[config.mk]
export PLATFORM = sky130hd
export DESIGN_NAME = uart_rx_core
export DESIGN_NICKNAME = d
export VERILOG_FILES = /design/src/rtl/uart_rx_core.sv
export SDC_FILE = /design/constraint.sdc
export NUM_CORES = 1
export LEC_CHECK = 0
export CAP_MARGIN = 20
export CORE_ASPECT_RATIO = 1.25
export CORE_MARGIN = 2
export CORE_UTILIZATION = 55
export CTS_BUF_LIST = sky130_fd_sc_hd__clkbuf_8
export CTS_CLUSTER_DIAMETER = 100
export DETAILED_ROUTE_END_ITERATION = 7
export PLACE_DENSITY = 0.77
export SYNTH_ARGS = -nofsm -noshare
export SYNTH_HDL_FRONTEND = slang
export SYNTH_SLANG_ARGS = --single-unit
[constraint.sdc]
create_clock -name clk -period 3.9 [get_ports clk]
set_input_delay 0.975 -clock clk [delete_from_list [all_inputs] [get_ports clk]]
set_output_delay 0.975 -clock clk [all_outputs]
set_load 0.01 [all_outputs]
[src/rtl/uart_rx_core.sv]
// uart_rx_core
// 8N1 UART receiver. The line input is synchronized and then deframed by an FSM
// that samples each bit at its midpoint. Completed bytes go to a holding stage
// that the consumer drains over a ready/valid handshake.
//
// Ports:
//   clk            core clock
//   rst            synchronous active-high reset
//   serial_in      asynchronous serial line, idles high
//   data_out       received byte (head of the holding stage)
//   data_out_valid holding stage has a byte
//   data_out_ready consumer takes the byte on valid && ready
//   framing_err    one-cycle pulse when the stop bit is sampled 0
//   overrun        one-cycle pulse when a completed byte is dropped
//
// Build option: define UART_RX_FIFO_EN for a 4-entry holding FIFO; the default
// build uses a single holding register.
module uart_rx_core #(
  parameter int CLOCK_FREQ = 50_000_000,
  parameter int BAUD_RATE  = 1_000_000
) (
  input  logic       clk,
  input  logic       rst,
  input  logic       serial_in,
  output logic [7:0] data_out,
  output logic       data_out_valid,
  input  logic       data_out_ready,
  output logic       framing_err,
  output logic       overrun
);
  localparam int SYMBOL_TIME = CLOCK_FREQ / BAUD_RATE;
  localparam int SAMPLE_TIME = SYMBOL_TIME / 2;
  localparam int CW          = $clog2(SYMBOL_TIME);
  localparam logic [CW-1:0] SYM_LAST = CW'(SYMBOL_TIME - 1);
  localparam logic [CW-1:0] SMP_LAST = CW'(SAMPLE_TIME - 1);

  typedef enum logic [2:0] {S_IDLE, S_START, S_DATA, S_STOP, S_BREAK} state_t;

  logic          sync1_q, rx_s_q;
  state_t        state_q, state_d;
  logic [CW-1:0] cnt_q, cnt_d;
  logic [2:0]    bit_idx_q, bit_idx_d;
  logic [7:0]    shreg_q, shreg_d;
  logic          ferr_q, ferr_d;
  logic          ovr_q, ovr_d;
  logic          push;

  // Both synchronizer flops reset to the idle level so reset never fakes a start.
  always_ff @(posedge clk) begin
    if (rst) begin
      sync1_q <= 1'b1;
      rx_s_q  <= 1'b1;
    end else begin
      sync1_q <= serial_in;
      rx_s_q  <= sync1_q;
    end
  end

  always_ff @(posedge clk) begin
    if (rst) begin
      state_q   <= S_IDLE;
      cnt_q     <= '0;
      bit_idx_q <= '0;
      shreg_q   <= '0;
      ferr_q    <= 1'b0;
      ovr_q     <= 1'b0;
    end else begin
      state_q   <= state_d;
      cnt_q     <= cnt_d;
      bit_idx_q <= bit_idx_d;
      shreg_q   <= shreg_d;
      ferr_q    <= ferr_d;
      ovr_q     <= ovr_d;
    end
  end

  always_comb begin
    state_d   = state_q;
    cnt_d     = cnt_q + 1'b1;
    bit_idx_d = bit_idx_q;
    shreg_d   = shreg_q;
    push      = 1'b0;
    ferr_d    = 1'b0;
    case (state_q)
      S_IDLE: begin
        cnt_d = '0;
        if (!rx_s_q) state_d = S_START;
      end
      S_START: begin
        // Mid-start-bit check rejects glitches shorter than half a bit.
        if (cnt_q == SMP_LAST) begin
          if (rx_s_q) begin
            state_d = S_IDLE;
          end else begin
            cnt_d     = '0;
            bit_idx_d = '0;
            state_d   = S_DATA;
          end
        end
      end
      S_DATA: begin
        if (cnt_q == SYM_LAST) begin
          shreg_d   = {rx_s_q, shreg_q[7:1]};
          cnt_d     = '0;
          bit_idx_d = bit_idx_q + 3'd1;
          if (bit_idx_q == 3'd7) state_d = S_STOP;
        end
      end
      S_STOP: begin
        // Sampled mid-stop-bit; returning to IDLE here lets the next start
        // edge be caught during the second half of the stop bit.
        if (cnt_q == SYM_LAST) begin
          cnt_d = '0;
          if (rx_s_q) begin
            push    = 1'b1;
            state_d = S_IDLE;
          end else begin
            ferr_d  = 1'b1;
            state_d = S_BREAK;
          end
        end
      end
      S_BREAK: begin
        // A line held low must go high before another frame can start.
        cnt_d = '0;
        if (rx_s_q) state_d = S_IDLE;
      end
      default: state_d = S_IDLE;
    endcase
  end

`ifdef UART_RX_FIFO_EN
  // 4-entry FIFO; pointer bit 2 is the wrap bit distinguishing full from empty.
  logic [3:0][7:0] mem_q, mem_d;
  logic [2:0]      wptr_q, wptr_d, rptr_q, rptr_d;
  logic            empty, full, pop;

  assign empty = (wptr_q == rptr_q);
  assign full  = (wptr_q[1:0] == rptr_q[1:0]) && (wptr_q[2] != rptr_q[2]);
  assign pop   = !empty && data_out_ready;

  always_comb begin
    mem_d  = mem_q;
    wptr_d = wptr_q;
    rptr_d = rptr_q;
    ovr_d  = 1'b0;
    if (pop) rptr_d = rptr_q + 3'd1;
    if (push) begin
      // A pop in the same cycle frees a slot, so full+pop+push is accepted.
      if (!full || pop) begin
        mem_d[wptr_q[1:0]] = shreg_q;
        wptr_d             = wptr_q + 3'd1;
      end else begin
        ovr_d = 1'b1;
      end
    end
  end

  always_ff @(posedge clk) begin
    if (rst) begin
      mem_q  <= '0;
      wptr_q <= '0;
      rptr_q <= '0;
    end else begin
      mem_q  <= mem_d;
      wptr_q <= wptr_d;
      rptr_q <= rptr_d;
    end
  end

  assign data_out       = mem_q[rptr_q[1:0]];
  assign data_out_valid = !empty;
`else
  logic [7:0] hold_q, hold_d;
  logic       vld_q, vld_d, pop;

  assign pop = vld_q && data_out_ready;

  always_comb begin
    hold_d = hold_q;
    vld_d  = vld_q;
    ovr_d  = 1'b0;
    if (pop) vld_d = 1'b0;
    if (push) begin
      // The old byte wins when it is still unaccepted; otherwise load the new one.
      if (!vld_q || pop) begin
        hold_d = shreg_q;
        vld_d  = 1'b1;
      end else begin
        ovr_d = 1'b1;
      end
    end
  end

  always_ff @(posedge clk) begin
    if (rst) begin
      hold_q <= '0;
      vld_q  <= 1'b0;
    end else begin
      hold_q <= hold_d;
      vld_q  <= vld_d;
    end
  end

  assign data_out       = hold_q;
  assign data_out_valid = vld_q;
`endif

  assign framing_err = ferr_q;
  assign overrun     = ovr_q;
endmodule

==> run metrics <==
routed vias/inst=5.708; final net count=roughly 180; DP Cell Count=202; Starting Density=0.5728; Worst-path clk slew=around 60 ps; area added between synthesis and finish=14.24%; top-area cell type share of the netlist area=0.4346; warnings from Yosys=0; gpl congestion=0.8563; largest family of logic cells by synthesized area=simple AND/OR/NAND/NOR gates; dpl cell area=between 1500 and 2000 µm²; Buffers on Ports=14; critical path type=primary input to flop; Synth async-reset ratio=0; Rel. slew slack=0.4599; Die Wd=~51 µm; Placeable Area=roughly 2700 µm²; Final WS setup=1677 ps; post-route insts no fill=209; Worst-Margin Slew=roughly 800 ps; fill count=between 200 and 250; Leak Pwr=roughly 0.57 nW; CTS tree=done; status=completed; die span in y=approximately 63 µm; Bufs on Longest Clock Path=2; Setup TNS=0 ps; First DRT Iteration DRCs=28; Simple-Gate Fraction of Synth Area=0.2691; most frequent cells after synthesis=33 x dfxtp_1, 14 x nor2_1, 13 x a21oi_1, 11 x nand4_1, 10 x nand3_1; proportion of layout cells with a drive suffix above 1=0.08571; Syn Inst Count=between 150 and 200; fmax=approximately 450 MHz; total global routing overflow=0; Pins Over Slew Limit=0; Hold Vio Cnt, Final=0; WP buf/inv=2; vias in the first global route=1216; critical path startpoint category=primary input; total wire length=approximately 2.8 mm; initial antenna violation count=0; data arrival time of the critical path=2400 ps; crit-path cells=clkdlybuf4s50_1 > buf_4 > nor4_1; RSZ-0062 raised after global routing=no; top area cells in the synthesized netlist=dfxtp_1 43%, mux2i_1 5.3%, nand4_1 4.5%; H-tree levels=2; Post-CTS Hold Fix Bufs=0; Setup Viol. Count Final=0; most frequent cell after synthesis=dfxtp_1; area occupied by multi-input gates=780.7 µm²; worst hold slack=roughly 410 ps; Peak VDD IR=between 0.0003 and 0.0004 V; I/O pins=15; post-CTS sizing=0; DP HPWL=a little over 2 mm; FP Rows=21; Synth Area in Adders=0.04115; area leader, netlist=dfxtp_1; Residual DRC=0; largest net degree at the start of global routing=24; worst path required time=4080 ps; FF+latch count, synth=33; post-route cell area=between 1500 and 2000 µm²; fin crit share=0.5701; compound-cell area share of the yosys netlist=0.1202; first-pass GRT wire length=roughly 5.2 mm; family with the most delay on the worst path=buffers and inverters; Power Density=approximately 360 nW/µm²; WL per Instance=around 14 µm; FF+latch area=about 660 µm²; Die ar.=between 3000 and 4000 µm²; Post-synth EDFFs=0; CP max stage cell=clkdlybuf4s50_1; mapped cell area=about 1500 µm²; Root Buffer Master=clkbuf_8; post-synthesis mux area share=0.06008; Hold Crit Class=flop to flop; Total GRT Usage=0.2124; Place WS=approximately 1400 ps; mean post-synth cell area=approximately 9.2 µm²; Max stage delay on crit path=between 700 and 800 ps; Sinks on Clock Net=33; xor-xnor portion of the synthesized cell area=0.02305; Final min period=2223 ps; ANT cells=0; worst skew pair latency=280 ps; sequential share of the synthesized area=0.4346; Post-Syn Nets=174; via count=1193; # Max-Cap Violations=0; skew final=7.204 ps; Worst Path Max Fanout=22; total CTS buffers=5; postcts setup bufs=0; predominant post-synthesis flop cell=dfxtp_1; first-pass detailed-route iteration total=4; final antenna-violating net count=0; CP Capture Type=flop; Synth cell types=40
==> sequential cells by signal, summed over array words and instances (netlist names) <==
signal,count
data_out_valid,1
cnt_q,6
data_out,8
state_q,3
bit_idx_q,3
shreg_q,8
overrun,1
sync1_q,1
framing_err,1
rx_s_q,1
==> layout by cell type (no fill, tap or decap), drive strengths merged, types with 3 or more instances in the layout <==
cell           netlist  routed
dfxtp               33      33
nor2                14      14
clkdlybuf4s50        0      14
a21oi               13      13
nand4               11      11
nand3               10      10
o21ai                9       9
mux2i                8       8
nor4                 8       8
inv                  5       6
clkbuf               4       6
ha                   5       5
nor3                 4       4
nand2b               4       4
nand2                3       3
==> worst paths after layout <==
| path | startpoint | slack [ps] | endpoint | cells past startpoint |
|---|---|---|---|---|
| worst max-delay path | rst | 1680 | cnt_q[4] | 3 |
| worst min-delay path | sync1_q | 410 | rx_s_q | 1 |
| worst max register to register | state_q[0] | 1930 | data_out[5] | 4 |
| worst min register to register | sync1_q | 410 | rx_s_q | 1 |
==> routing by layer <==
layer,share of wire,track usage,up-vias,wire length [µm]
li1,-,-,617,-
met1,0.43,0.2615,556,1220
met2,0.52,0.3425,15,1466
met3,0.032,0.05742,5,91
met4,0.017,0.09122,0,47
met5,0,0,-,0
==> through the flow <==
step / total power [mW] / util
after global routing: 0.6444 / 0.6544
final: 0.6201 / 0.6544
after CTS: 0.6257 / 0.6544
after global placement: 0.3780 / 0.6219
after detailed placement: 0.3790 / 0.6219
after floorplan: 0.3730 / -
==> cell families (layout without fill, tap and decap cells) <==
kind of cell    after synthesis  count (layout)
compound gates               31              31
mux                           9               9
flops                        33              33
fa+ha+maj                     5               5
simple gates                 66              66
xor+xnor                      4               4
buf+inv                      17              27
==> where the power goes <==
part / total, mW / switching (mW) / internal [mW]
logic: 0.0248 / 0.0146 / 0.0101
registers: 0.347 / 0.00703 / 0.340
clock network: 0.248 / 0.111 / 0.137
total: 0.620 / 0.133 / 0.487
==> area by class of cell <==
| type | instances | share of cell area |
|---|---|---|
| well taps | 34 | 0.02450 |
| clock inverters | 1 | 0.002161 |
| multi-input cells | 115 | 0.4496 |
| flip-flops and latches | 33 | 0.3804 |
| repair buffers | 15 | 0.08501 |
| clock buffers | 6 | 0.04755 |
| inverters | 5 | 0.01081 |
==> worst register-to-register path: cells and delay by family (launching register included) <==
family	cells	cell delay, ps
flops	1	840
simple gates	2	580
compound gates	2	410
(Power assumes the default switching activity.)
